$ cat src/rtl/fetch_sequencer.sv
// ---------------------------------------------------------------------------
// fetch_sequencer
//
// Control-side partner of the program counter. On a request it pulses Start
// to the PC, then watches each fetched instruction word and turns branch
// opcodes into PC controls until a halt (or a PC run-off) ends the program.
// A writable 32-entry table supplies absolute jump targets.
//
// Optional build macro:
//   FETCH_TIMEOUT_EN  - when defined, a program that runs for MAX_CYCLES
//                       RUN cycles without halting is ended with Timeout=1.
//                       When undefined, Timeout is tied to 0.
//
// Ports:
//   Clk          in   system clock, all state on the rising edge
//   Reset        in   synchronous active-high reset
//   Req          in   run request (level, held until Done is seen)
//   InstIn       in   instruction word at the current PC
//   ProgCtr      in   current PC (only used for run-off detection)
//   LutWe        in   jump-table write enable
//   LutAddr      in   jump-table write index
//   LutData      in   jump-table write data
//   Start        out  one-cycle start pulse to the PC
//   BranchAbsEn  out  unconditional absolute jump
//   BranchRelEn  out  conditional relative jump
//   RelTarget    out  sign-extended relative offset
//   AbsTarget    out  absolute target read from the jump table
//   Done         out  program finished (registered)
//   Timeout      out  program ended by budget expiry
//   CycleCount   out  RUN cycles used by the last or current program
// ---------------------------------------------------------------------------
module fetch_sequencer #(
   parameter int unsigned PC_W       = 10,
   parameter int unsigned REL_W      = 8,
   parameter int unsigned INST_W     = 9,
   parameter int unsigned LUT_DEPTH  = 32,
   parameter int unsigned MAX_CYCLES = 4095
) (
   input  logic              Clk,
   input  logic              Reset,
   input  logic              Req,
   input  logic [INST_W-1:0] InstIn,
   input  logic [PC_W-1:0]   ProgCtr,
   input  logic              LutWe,
   input  logic [4:0]        LutAddr,
   input  logic [PC_W-1:0]   LutData,
   output logic              Start,
   output logic              BranchAbsEn,
   output logic              BranchRelEn,
   output logic [REL_W-1:0]  RelTarget,
   output logic [PC_W-1:0]   AbsTarget,
   output logic              Done,
   output logic              Timeout,
   output logic [11:0]       CycleCount
);

   localparam int unsigned       CNT_W   = 12;
   localparam logic [CNT_W-1:0]  CNT_MAX = '1;
   localparam logic [INST_W-1:0] OP_HALT = '1;
   localparam logic [PC_W-1:0]   PC_LAST = '1;

   typedef enum logic [1:0] {
      IDLE   = 2'd0,
      LAUNCH = 2'd1,
      RUN    = 2'd2,
      DONE   = 2'd3
   } state_t;

   state_t             state_q, state_d;
   logic [CNT_W-1:0]   cnt_q, cnt_d;
   logic               done_q, done_d;
   logic [PC_W-1:0]    lut_q [LUT_DEPTH];

   logic               is_family;
   logic               is_halt_op;
   logic               is_abs;
   logic               is_rel;
   logic               halt;
   logic               expire;
   logic               start_c;
   logic               abs_en_c;
   logic               rel_en_c;
   logic signed [REL_W-1:0] rel_off;

   // Counter increment that sticks at all-ones instead of wrapping.
   function automatic logic [CNT_W-1:0] sat_inc(input logic [CNT_W-1:0] v);
      return (v == CNT_MAX) ? v : v + 1'b1;
   endfunction

   // 5-bit two's-complement branch offset widened to the PC offset width.
   function automatic logic signed [REL_W-1:0] sext_off(input logic [4:0] off);
      return REL_W'($signed(off));
   endfunction

   // ------------------------------------------------------------------------
   // Instruction decode
   // ------------------------------------------------------------------------
   // HALT (all ones) sits inside the branch family with bit 5 set, so it must
   // be carved out before the absolute-jump decode.
   assign is_family  = (InstIn[8:6] == 3'b111);
   assign is_halt_op = (InstIn == OP_HALT);
   assign is_abs     = is_family && InstIn[5] && !is_halt_op;
   assign is_rel     = is_family && !InstIn[5];
   // Falling off the last PC address with no branch pending ends the program.
   assign halt       = is_halt_op || ((ProgCtr == PC_LAST) && !is_abs && !is_rel);
   assign rel_off    = sext_off(InstIn[4:0]);

`ifdef FETCH_TIMEOUT_EN
   // Expiry fires in the RUN cycle whose increment brings the count to the
   // budget, so CycleCount reads exactly MAX_CYCLES afterwards.
   assign expire = ({20'd0, cnt_q} + 32'd1) >= MAX_CYCLES;
`else
   localparam int unsigned unused_max_cycles = MAX_CYCLES;
   assign expire = 1'b0;
`endif

   // ------------------------------------------------------------------------
   // FSM state register
   // ------------------------------------------------------------------------
   always_ff @(posedge Clk) begin
      if (Reset) begin
         state_q <= IDLE;
         cnt_q   <= '0;
         done_q  <= 1'b0;
      end else begin
         state_q <= state_d;
         cnt_q   <= cnt_d;
         done_q  <= done_d;
      end
   end

   // ------------------------------------------------------------------------
   // FSM next state and branch controls
   // ------------------------------------------------------------------------
   always_comb begin
      state_d  = state_q;
      cnt_d    = cnt_q;
      done_d   = done_q;
      start_c  = 1'b0;
      abs_en_c = 1'b0;
      rel_en_c = 1'b0;

      unique case (state_q)
         IDLE: begin
            if (Req) begin
               state_d = LAUNCH;
            end
         end

         LAUNCH: begin
            start_c = 1'b1;
            cnt_d   = '0;
            state_d = RUN;
         end

         RUN: begin
            cnt_d = sat_inc(cnt_q);
            if (halt) begin
               state_d = DONE;
               done_d  = 1'b1;
            end else if (expire) begin
               state_d = DONE;
               done_d  = 1'b1;
            end else begin
               abs_en_c = is_abs;
               rel_en_c = is_rel;
            end
         end

         DONE: begin
            // Req is a level: wait for the requester to drop it before
            // re-arming, otherwise the same request would launch twice.
            if (!Req) begin
               state_d = IDLE;
               done_d  = 1'b0;
            end
         end

         default: begin
            state_d = IDLE;
         end
      endcase
   end

   // ------------------------------------------------------------------------
   // Timeout flag
   // ------------------------------------------------------------------------
`ifdef FETCH_TIMEOUT_EN
   logic to_q;

   always_ff @(posedge Clk) begin
      if (Reset) begin
         to_q <= 1'b0;
      end else if ((state_q == RUN) && !halt && expire) begin
         to_q <= 1'b1;
      end else if ((state_q == DONE) && !Req) begin
         to_q <= 1'b0;
      end
   end

   assign Timeout = to_q;
`else
   assign Timeout = 1'b0;
`endif

   // ------------------------------------------------------------------------
   // Jump table
   // ------------------------------------------------------------------------
   // Reads are combinational from the stored array, so a write and a read of
   // the same index in one cycle returns the old entry.
   always_ff @(posedge Clk) begin
      if (Reset) begin
         for (int i = 0; i < int'(LUT_DEPTH); i++) begin
            lut_q[i] <= '0;
         end
      end else if (LutWe) begin
         lut_q[LutAddr] <= LutData;
      end
   end

   // ------------------------------------------------------------------------
   // Outputs
   // ------------------------------------------------------------------------
   assign Start       = start_c;
   assign BranchAbsEn = abs_en_c;
   assign BranchRelEn = rel_en_c;
   assign AbsTarget   = abs_en_c ? lut_q[InstIn[4:0]] : '0;
   assign RelTarget   = rel_en_c ? rel_off : '0;
   assign Done        = done_q;
   assign CycleCount  = cnt_q;

endmodule

$ cat config.mk
export PLATFORM = sky130hd
export DESIGN_NAME = fetch_sequencer
export DESIGN_NICKNAME = d
export VERILOG_FILES = /design/src/rtl/fetch_sequencer.sv
export SDC_FILE = /design/constraint.sdc
export NUM_CORES = 1
export LEC_CHECK = 0
export BUFFER_PORTS_ARGS = -buffer_cell sky130_fd_sc_hd__buf_2
export CAP_MARGIN = 20
export CORE_MARGIN = 3
export CORE_UTILIZATION = 45
export CTS_BUF_LIST = sky130_fd_sc_hd__clkbuf_8
export DETAILED_ROUTE_END_ITERATION = 12
export HOLD_SLACK_MARGIN = 0.15
export PLACE_DENSITY = 0.73
export SETUP_SLACK_MARGIN = 0.05
export SLEW_MARGIN = 0
export SYNTH_ARGS = -nofsm -noshare
export SYNTH_HDL_FRONTEND = slang
export SYNTH_SLANG_ARGS = --single-unit
$ cat constraint.sdc
create_clock -name Clk -period 3 [get_ports Clk]
set_input_delay 0.6 -clock Clk [delete_from_list [all_inputs] [get_ports Clk]]
set_output_delay 0.6 -clock Clk [all_outputs]
set_load 0.01 [all_outputs]
==> impl_summary.log, run 1 <==
INFO  metric tritoncts.num_buffers = 55
INFO  metric end_kind = output port
INFO  metric max_cap_viol_count = 0
INFO  metric min_path_type = input pin to flip-flop
INFO  metric grt_overflow_total = 0
INFO  metric synth_xor_xnor_area_share = 0.004462
INFO  metric outcome = complete, but fails checks
INFO  metric timing.final.setup_violations = 1
INFO  metric syn-cell-area = 15700 µm²
INFO  metric rsz0062_at_grt = true
INFO  metric finalWeightedCongestion = 0.8810
INFO  metric nNetsFinal = about 1300
INFO  metric cts.path.max_buffers = 3
INFO  metric power.share.combinational = 0.107
INFO  metric p_seq_frac = 0.542
INFO  metric period_needed = 3.010 ns
INFO  metric synth_top_family_by_area = simple AND/OR/NAND/NOR gates
INFO  metric cts.sinks = around 340
INFO  metric slew_at_the_pin_closest_to_its_max_slew_limit = 0.8395 ns
INFO  metric core_area = between 30000 and 40000 µm²
INFO  metric number_of_buffers_added_on_ports = just over 70
INFO  metric final_hold_viol_count = 0
INFO  metric failed_checks = negative setup slack
INFO  metric timing.slew.headroom = 0.4383
INFO  metric clk_transition_reported_paths = 0.06 ns
INFO  metric power = 10090 µW
INFO  metric postSynth.asyncResetShare = 0
INFO  metric vdd_drop_max = 0.3772 mV
INFO  metric area_delta_synth_final = 18.04%
INFO  metric pre_cts_slack = -0.1227 ns
INFO  metric synth_nets = 1151
INFO  metric remaining_drc_errors = 0
INFO  metric worst-path-max-fanout = 1
INFO  metric n_antenna_cell = 0
INFO  metric share_of_synthesized_cell_area_in_and_or_nand_and_nor_gates = 0.1810
INFO  metric power_switching_share = 0.2431
INFO  metric synth.mux.area_fraction = 0.1170
INFO  metric top_level_ports = 73
INFO  metric syn_inst = 1108
INFO  metric worst_setup_path_start_kind = flip-flop
INFO  metric tritoncts = built
INFO  metric syn_avg_cell_area = 14.17 µm²
INFO  metric route.detailed.vias_per_inst = 5.703
INFO  metric design_area = 18540 µm²
INFO  metric grt_pass1_vias = 10020
INFO  metric nFillCells = 2723
INFO  metric dieWidth = 192.8 µm
INFO  metric setup.worst_path.class = flip-flop to output port
INFO  metric grt_max_degree = 37
INFO  metric dp_hpwl = approximately 27000 µm
INFO  metric routed_wl = about 41000 µm
INFO  metric drt_pass1_iterations = 5
INFO  metric cts.htree.levels = 2
INFO  metric fmax = around 330 MHz
INFO  metric timing.final.ws_setup = -0.009668 ns
INFO  metric grt_pass1_wl = 60720 µm
INFO  metric timing.critical_path.arrival = ~2.4 ns
INFO  metric synth-adder-area-share = 0.003984
INFO  metric clock_tree.root_cell = clkbuf_8
INFO  metric synth_compound_gate_area_share = 0.03888
INFO  metric share_of_the_clock_period_used_by_the_worst_path = 1.003
INFO  metric cell_int_power = 7635 µW
INFO  metric post_route_cells_drive_above_1_share = 0.2748
INFO  metric clock_skews = 0.003010 ns
INFO  metric route.antenna.remaining_nets = 0
INFO  metric p_sw = around 2500 µW
INFO  metric grtUsageTotal = 0.2204
INFO  metric pwr-share-clk = 0.351
INFO  metric design.die.area = roughly 37000 µm²
INFO  metric powerDensity = about 540 nW/µm²
INFO  metric synth_flop_cell = edfxtp_1
INFO  metric synth-seq-area-share = 0.6311
INFO  metric final_max_slew_viol_count = 0
INFO  metric critPathRequiredTime = between 2 and 2.5 ns
INFO  metric vias = approximately 10000
INFO  metric wl_per_cell = around 23 µm
INFO  metric yosysWarningCount = 0
INFO  metric yosys.cell_types.count = 50
INFO  metric synth_edf_count = 320
INFO  metric yosys_register_bits = 335
INFO  metric start_util = 0.4625
INFO  metric power_leakage = 0.006782 µW
INFO  metric die_height = 192.8 µm
INFO  metric placed_cell_area = between 15000 and 20000 µm²
INFO  metric timing.setup.tns = -0.009668 ns
INFO  metric initial_antenna_violation_count = 2
INFO  metric floorplan.rows = 67
INFO  metric drt_first_iter_violations = between 800 and 900
INFO  metric clock_insertion_delay_worst_skew = 0.56 ns
## cells in the final DEF, fill, tap and decap left out, types with 3 or more instances in the layout
cell type,n
a21oi_1,7
nand3_1,12
inv_1,17
nand3b_1,3
edfxtp_1,320
and2_1,325
or3_1,3
ha_1,4
mux4_2,62
nor3_1,4
nand2_1,27
nor2_1,54
clkinv_1,12
buf_6,12
nor4_1,7
o21ai_0,34
xor2_1,5
mux2i_1,35
nor2b_1,6
xnor2_1,3
a221oi_1,4
and4_1,3
a22o_1,6
nand4_1,14
nor2_2,3
a22oi_2,13
buf_12,8
buf_2,67
buf_4,100
a22oi_1,11
dfxtp_1,13
mux2_2,3
clkbuf_8,57
## critical path, cell delays in order (launching register included)
cell and delay, ns:
edfxtp_1 0.42, mux4_2 0.48, mux2i_1 0.18, nor2_1 0.09
a221oi_2 0.18, buf_4 0.15, nand4_1 0.16, buf_2 0.19
## power groups by stage
stage | Combinational [µW] | Clock, µW | Sequential [µW]
2_1_floorplan | 581 | 0 | 5530
3_3_place_gp | 937 | 0 | 5550
3_5_place_dp | 955 | 0 | 5560
4_1_cts | 1020 | 3590 | 5470
5_1_grt | 1140 | 3800 | 5490
6_report | 1080 | 3540 | 5470
## state kept, by name, summed over array words and instances (netlist names)
name and count:
CycleCount 12, lut_q 320, Done 1, state_q 2
## worst paths after layout
kind	depth (start not counted)	slack, ns	to	from
setup reg to reg	8	1.02	CycleCount[10]	state_q[0]
hold reg to reg	2	0.51	state_q[1]	state_q[1]
hold / removal	3	0.36	Done	Req
setup / recovery	7	-0.01	AbsTarget[7]	lut_q[13][7]
## routing by layer
metal	up-vias	routed length (µm)	global-route usage
li1	4443	-	-
met1	4994	16280	0.3058
met2	507	19630	0.3623
met3	80	3736	0.03506
met4	2	914	0.06332
met5	-	13	0
## through the flow
stage,std cells,utilization,hold WS (ns)
2_1_floorplan,1108,-,0.4677
3_3_place_gp,1662,0.5060,0.4795
3_5_place_dp,1662,0.5060,0.4985
4_1_cts,1753,0.5396,0.3239
5_1_grt,1758,0.5459,0.3456
6_report,1758,0.5459,0.3637
## synthesized netlist by cell type (14+ instances only)
master,count,area (µm²)
nand4_1,14,87.58
nand3_1,15,75.07
mux2i_1,35,350.3
dfxtp_1,15,300.3
edfxtp_1,320,9609
clkbuf_1,49,183.9
a22oi_1,24,180.2
and2_1,326,2039
nor2_1,57,214.0
o21ai_0,34,170.2
buf_2,15,75.07
nand2_1,29,108.9
mux4_2,61,1374
## timing repair
item,CTS,global route
gates cloned,0,1
hold endpoints to repair,0,0
setup endpoints to repair,14,14
pin swaps,8,18
setup buffers,6,7
hold buffers,0,0
gates resized for setup,40,30
## final cells by class
cell class                      count  area (µm²)  share of cell area
Clock inverter                     29       141.4            0.007628
Timing Repair Buffer              190        1449             0.07817
Clock buffer                       57       784.5             0.04232
Inverter                            5       18.77            0.001013
Tap cell                          448       560.5             0.03024
Sequential cell                   335        9915              0.5349
Multi-Input combinational cell    694        5667              0.3057
## cell families after synthesis
| logic type | count (synthesis) |
|---|---|
| and+or+nand+nor | 488 |
| DFF | 335 |
| muxes | 102 |
| AOI/OAI and AO/OA | 90 |
| buffers and inverters | 79 |
| xor gates and xnor gates | 8 |
| adders and majority gates | 5 |
| other | 1 |
(Power assumes the default switching activity.)
==> run 2: changes to the inputs <==
--- a/config.mk
+++ b/config.mk
@@ -5,6 +5,7 @@
 export SDC_FILE = /design/constraint.sdc
 export NUM_CORES = 1
 export LEC_CHECK = 0
+export ABC_AREA = 1
 export BUFFER_PORTS_ARGS = -buffer_cell sky130_fd_sc_hd__buf_2
 export CAP_MARGIN = 20
 export CORE_MARGIN = 3
==> run 2 against run 1 <==
The flow now finishes without violations. Register-to-register slack gained 0.17 ns. Clock power grew 6%. Global-route usage grew 0.62 points. Hold slack lost 0.053 ns. Sequential power is essentially flat. Fmax grew 6.1%. Largest cell class unchanged.
==> impl_summary.log, run 2 <==
INFO  metric syn_inst = 1692
INFO  metric timing.final.setup_violations = 0
INFO  metric dieWidth = 193.6 µm
INFO  metric nNetsFinal = 1803
INFO  metric outcome = finished, final reports clean
INFO  metric synth_top_family_by_area = simple AND/OR/NAND/NOR gates
INFO  metric yosysWarningCount = 0
INFO  metric vdd_drop_max = 0.3383 mV
INFO  metric final_max_slew_viol_count = 0
INFO  metric rsz0062_at_grt = true
INFO  metric final_common_cell = nand2_1
INFO  metric drt_first_iter_violations = 1424
INFO  metric clk_transition_reported_paths = ~0.060 ns
INFO  metric most_instantiated_library_cell_after_synthesis = nand2_1
INFO  metric synth-adder-area-share = 0.003950
INFO  metric yosys_register_bits = about 340
INFO  metric vias = 12460
INFO  metric routed_wl = 43700 µm
INFO  metric start_util = 0.4574
INFO  metric n_antenna_cell = 0
INFO  metric largest_register_ffs = 320
INFO  metric end_kind = output port
INFO  metric synth_nets = 1735
INFO  metric route.detailed.vias_per_inst = 5.536
INFO  metric finish.cell_count_without_fillers = 2251
INFO  metric synth_flop_cell = edfxtp_1
INFO  metric timing.slew.headroom = 0.4851
INFO  metric post_route_cells_drive_above_1_share = 0.1297
INFO  metric tritoncts.num_buffers = 55
INFO  metric yosys.cell_types.count = 27
INFO  metric synth_top_cell_area_share = 0.6067
INFO  metric post_cts_hold_buffer_count = 0
INFO  metric final_hold_viol_count = 0
INFO  metric syn-cell-area = around 16000 µm²
INFO  metric synth.top_cells.by_area = edfxtp_1, nand2_1, nand3_1
INFO  metric clock_insertion_delay_worst_skew = 0.62 ns
INFO  metric placed_cell_area = roughly 17000 µm²
INFO  metric worst-path-max-fanout = 11
INFO  metric cts.sinks = 335
INFO  metric grt_pass1_wl = 66660 µm
INFO  metric cts.htree.levels = 2
INFO  metric synth_compound_gate_area_share = 0.008374
INFO  metric clock_tree.root_cell = clkbuf_8
INFO  metric fmax = 352.5 MHz
INFO  metric finalWeightedCongestion = roughly 0.91
INFO  metric dp_hpwl = between 20000 and 30000 µm
INFO  metric worst_setup_path_start_kind = flip-flop
INFO  metric design_area = 17710 µm²
INFO  metric power = 10340 µW
INFO  metric remaining_drc_errors = 0
INFO  metric synth_top_cells_by_count = nand2_1, nor2_1, edfxtp_1, nand3_1, buf_2
INFO  metric tritoncts = built
INFO  metric period_needed = approximately 2.8 ns
INFO  metric synth_edf_count = 320
INFO  metric cts.path.max_buffers = 3
INFO  metric grtUsageTotal = 0.2267
INFO  metric top_level_ports = 73
INFO  metric most_frequent_cells_in_the_layout = nand2_1, nor2_1, edfxtp_1, nand3_1, buf_4
INFO  metric hold-worst-slack = 0.3104 ns
INFO  metric nFillCells = around 3100
INFO  metric syn_avg_cell_area = 9.360 µm²
INFO  metric route.antenna.remaining_nets = 0
INFO  metric initial_antenna_violation_count = 0
INFO  metric area_delta_synth_final = 11.83%
INFO  metric core_area = roughly 35000 µm²
INFO  metric setup.worst_path.class = flip-flop to output port
INFO  metric die_height = 193.6 µm
INFO  metric clock_skews = ~0.034 ns
INFO  metric grt_max_degree = 81
INFO  metric floorplan.rows = 68
INFO  metric reg2reg_setup_slack = 1.19 ns
INFO  metric placed_cells_incl_taps = 2157
INFO  metric timing.critical_path.arrival = 2.24 ns
INFO  metric share_of_synthesized_cell_area_in_and_or_nand_and_nor_gates = 0.2991
INFO  metric wl_per_cell = 19.42 µm
INFO  metric synth.mux.area_fraction = 0
INFO  metric post-route-util = 0.5115
INFO  metric share_of_the_clock_period_used_by_the_worst_path = 0.9456
INFO  metric min_path_type = input pin to flip-flop
INFO  metric max_cap_viol_count = 0
INFO  metric power_leakage = 0.007189 µW
INFO  metric grt_pass1_vias = 11920
INFO  metric design.die.area = 37480 µm²
INFO  metric synth_largest_area_cell = edfxtp_1
INFO  metric critPathRequiredTime = 2.40 ns
INFO  metric postSynth.asyncResetShare = 0
INFO  metric number_of_buffers_added_on_ports = 71
INFO  metric powerDensity = 583.9 nW/µm²
INFO  metric drt_pass1_iterations = 9
INFO  metric synth_xor_xnor_area_share = 0.002212
INFO  metric synth-seq-area-share = 0.6257
INFO  metric slew_at_the_pin_closest_to_its_max_slew_limit = 0.7715 ns
INFO  metric grt_overflow_total = 0
INFO  metric largest_register = lut_q
[run 2: cell types whose count changed after synthesis, moves of 32 or more]
cell     delta
inv_1      +35
nand2_1   +429
o21ai_0    -32
and2_1    -326
mux2i_1    -35
nor2_1    +296
buf_2      +37
nand3_1   +288
mux4_2     -61
[run 2: worst paths after layout]
| kind | depth (start not counted) | end | startpoint |
|---|---|---|---|
| setup / recovery | 8 | AbsTarget[0] | state_q[0] |
| setup reg to reg | 12 | CycleCount[9] | CycleCount[0] |
| hold / removal | 2 | CycleCount[8] | Reset |
| hold reg to reg | 2 | Done | Done |
[run 2: logic make-up (layout without fill, tap and decap cells)]
kind of cell / Yosys count / count (layout)
xor gates and xnor gates: 4 / 4
other: 1 / 1
DFF: 335 / 335
AOI/OAI and AO/OA: 26 / 26
buffers and inverters: 184 / 288
and+or+nand+nor: 1137 / 1137
adders and majority gates: 5 / 5
[run 2: critical path, stage by stage, from the launching register on]
cell and delay (ns):
dfxtp_1 0.33, inv_1 0.14, ha_4 0.24, inv_1 0.13, nor2_4 0.17, buf_4 0.20
nand2_1 0.08, nor2_1 0.15, buf_2 0.16
[run 2: final cells by class]
class	instances	area [µm²]	area share
inverters	42	160.2	0.009043
repair buffers	153	1074	0.06061
well taps	455	569.3	0.03214
flip-flops and latches	335	9910	0.5595
multi-input cells	1173	4994	0.2820
clock buffers	58	798.3	0.04507
clock inverters	35	206.4	0.01166
[run 2: per-layer routing]
layer	vias to the layer above	share of wire	global-route usage	wire length [µm]
li1	5761	-	-	-
met1	5861	0.39	0.3082	16890
met2	735	0.47	0.3619	20510
met3	105	0.11	0.04702	4968
met4	0	0.031	0.08465	1343
met5	-	0	0	0
[run 2: repair_timing]
item / CTS / global route
cloned: 0 / 0
gates resized for setup: 4 / 1
setup buffers: 0 / 1
pin swaps: 0 / 1
endpoints found under the setup margin: 19 / 12
[run 2: through the flow]
step	worst slack (ns)	setup TNS [ns]
3_5_place_dp	-0.05545	-0.08669
2_1_floorplan	0.8049	0
6_report	0.1633	0
3_3_place_gp	-0.03824	-0.06610
5_1_grt	0.04165	0
4_1_cts	0.05484	0
[run 2: power by group]
group          total (µW)  leakage (µW)  switching (µW)  internal, µW
Clock                3740      0.000581            1800          1940
Sequential           5480       0.00317            98.9          5380
Combinational        1120       0.00344             803           315
==> run 3: changes to the inputs <==
--- a/config.mk
+++ b/config.mk
@@ -5,15 +5,15 @@
 export SDC_FILE = /design/constraint.sdc
 export NUM_CORES = 1
 export LEC_CHECK = 0
-export ABC_AREA = 1
+export ABC_AREA = 0
 export BUFFER_PORTS_ARGS = -buffer_cell sky130_fd_sc_hd__buf_2
-export CAP_MARGIN = 20
+export CAP_MARGIN = 25
 export CORE_MARGIN = 3
-export CORE_UTILIZATION = 45
+export CORE_UTILIZATION = 40
 export CTS_BUF_LIST = sky130_fd_sc_hd__clkbuf_8
 export DETAILED_ROUTE_END_ITERATION = 12
 export HOLD_SLACK_MARGIN = 0.15
-export PLACE_DENSITY = 0.73
+export PLACE_DENSITY = 0.68
 export SETUP_SLACK_MARGIN = 0.05
 export SLEW_MARGIN = 0
 export SYNTH_ARGS = -nofsm -noshare
==> run 3 against run 2 <==
The flow now finishes with violations (negative setup slack). Via count down 20%. Wire length down 8.6%. Clock power down 6.4%. Count of clock-buffer cells in the layout down 1. Largest power group unchanged. Critical path type unchanged.
==> impl_summary.log, run 3 (synthesized netlist as in run 1, its figures left out) <==
INFO  metric wl_per_cell = 21.68 µm
INFO  metric drt_pass1_iterations = 6
INFO  metric clk_transition_reported_paths = 0.06 ns
INFO  metric remaining_drc_errors = 0
INFO  metric core_area = 38200 µm²
INFO  metric timing.setup.tns = -0.06686 ns
INFO  metric outcome = complete, but fails checks
INFO  metric grtUsageTotal = 0.1901
INFO  metric critPathRequiredTime = ~2.4 ns
INFO  metric route.detailed.vias_per_inst = 5.381
INFO  metric clock_insertion_delay_worst_skew = 0.59 ns
INFO  metric tritoncts = built
INFO  metric final_common_cell = and2_1
INFO  metric number_of_buffers_added_on_ports = 71
INFO  metric failed_checks = negative setup slack
INFO  metric grt_max_degree = 37
INFO  metric post_route_cells_drive_above_1_share = 0.2793
INFO  metric drt_first_iter_violations = 1127
INFO  metric timing.critical_path.arrival = ~2.5 ns
INFO  metric power_leakage = 0.006823 µW
INFO  metric powerDensity = 539.1 nW/µm²
INFO  metric largest_register = lut_q
INFO  metric power.share.combinational = 0.105
INFO  metric finalWeightedCongestion = a little under 0.9
INFO  metric timing.slew.headroom = 0.4118
INFO  metric n_antenna_cell = 0
INFO  metric grt_overflow_total = 0
INFO  metric design_area = 18590 µm²
INFO  metric top_level_ports = 73
INFO  metric setup.worst_path.class = flip-flop to output port
INFO  metric cts.path.max_buffers = 3
INFO  metric slew_at_the_pin_closest_to_its_max_slew_limit = 0.8823 ns
INFO  metric dieWidth = 204.1 µm
INFO  metric p_sw = 2462 µW
INFO  metric clock_skews = 0.007576 ns
INFO  metric largest_register_ffs = 320
INFO  metric nNetsFinal = 1340
INFO  metric power = 10020 µW
INFO  metric vias = 9917
INFO  metric end_kind = output port
INFO  metric hold-worst-slack = 0.2579 ns
INFO  metric tritoncts.num_buffers = 56
INFO  metric start_util = 0.4111
INFO  metric die_height = 204.1 µm
INFO  metric final_max_slew_viol_count = 0
INFO  metric period_needed = 3.048 ns
INFO  metric cts.htree.levels = 2
INFO  metric fmax = between 300 and 400 MHz
INFO  metric floorplan.rows = between 70 and 80
INFO  metric area_delta_synth_final = 18.39%
INFO  metric worst-path-max-fanout = 4
INFO  metric most_frequent_cells_in_the_layout = and2_1, edfxtp_1, buf_4, buf_2, mux4_2
INFO  metric pwr-share-clk = 0.349
INFO  metric vdd_drop_max = 0.3033 mV
INFO  metric rsz0062_at_grt = true
INFO  metric dp_hpwl = 26990 µm
INFO  metric timing.final.setup_violations = 2
INFO  metric min_path_type = input pin to flip-flop
INFO  metric p_seq_frac = 0.546
INFO  metric routed_wl = 39960 µm
INFO  metric grt_pass1_vias = slightly below 10000
INFO  metric cell_int_power = 7560 µW
INFO  metric clock_tree.root_cell = clkbuf_8
INFO  metric placed_cell_area = 17300 µm²
INFO  metric max_cap_viol_count = 0
INFO  metric power_switching_share = 0.2457
INFO  metric share_of_the_clock_period_used_by_the_worst_path = 1.016
INFO  metric post-route-util = 0.4867
INFO  metric final_hold_viol_count = 0
INFO  metric grt_pass1_wl = 60080 µm
INFO  metric worst_setup_path_start_kind = flip-flop
INFO  metric timing.final.ws_setup = -0.04797 ns
INFO  metric route.antenna.remaining_nets = 0
INFO  metric initial_antenna_violation_count = 0
INFO  metric cts.sinks = 335
INFO  metric design.die.area = 41670 µm²
## run 3: changes by cell type in the layout (fill, tap and decap cells not counted), moves of 39 or more
cell     change
and2_1     +325
buf_4       +51
inv_1       -39
mux4_2      +63
nand2_1    -430
nand3_1    -290
nor2_1     -297
## run 3: path summary, 6_finish.rpt
path / slack [ns] / end / cells after the start / from
worst max-delay path: -0.05 / AbsTarget[5] / 10 / state_q[0]
worst min-delay path: 0.26 / CycleCount[1] / 2 / Reset
worst min register to register: 0.51 / state_q[1] / 2 / state_q[1]
worst max register to register: 0.89 / CycleCount[7] / 8 / state_q[0]
## run 3: repair_timing
action | CTS | global route
gates resized for setup | 33 | 16
gates cloned | 0 | 1
setup endpoints to repair | 18 | 18
setup buffers | 5 | 13
pin swaps | 8 | 4
hold buffers | 0 | 0
## run 3: per-layer routing
layer / routed length (µm) / vias to the layer above / GRT usage
li1: - / 4486 / -
met1: 16890 / 4910 / 0.2642
met2: 18570 / 437 / 0.3003
met3: 3410 / 84 / 0.04173
met4: 1087 / 0 / 0.06070
met5: 0 / - / 0
## run 3: power groups by stage
stage	combinational [µW]	clock [µW]	sequential [µW]
2_1_floorplan	581	0	5530
6_report	1050	3500	5470
5_1_grt	1130	3780	5500
3_3_place_gp	939	0	5550
3_5_place_dp	958	0	5570
4_1_cts	1000	3570	5470
## run 3: critical path: stages, from the launching register on
cell and delay [ns]:
dfxtp_2 0.33, inv_2 0.08, ha_4 0.17, nand2_4 0.08, or4_4 0.47, nor2_4 0.17
buf_6 0.12, a221oi_4 0.06, o211ai_1 0.11, buf_4 0.16, buf_6 0.10
## run 3: layout make-up
| type | instances | area (µm²) |
|---|---|---|
| fillers | 3283 | 19610 |
| flip-flops and latches | 335 | 9912 |
| inverters | 5 | 18.77 |
| well taps | 511 | 639.4 |
| repair buffers | 205 | 1495 |
| clock inverters | 36 | 152.6 |
| multi-input cells | 694 | 5588 |
| clock buffers | 57 | 784.5 |
## run 3: stage by stage
stage | instances | setup WS [ns]
after floorplan | 1108 | 0.2931
after global placement | 1732 | -0.06128
after detailed placement | 1732 | -0.1527
after global routing | 1843 | -0.1219
final | 1843 | -0.04797
after CTS | 1829 | -0.04299
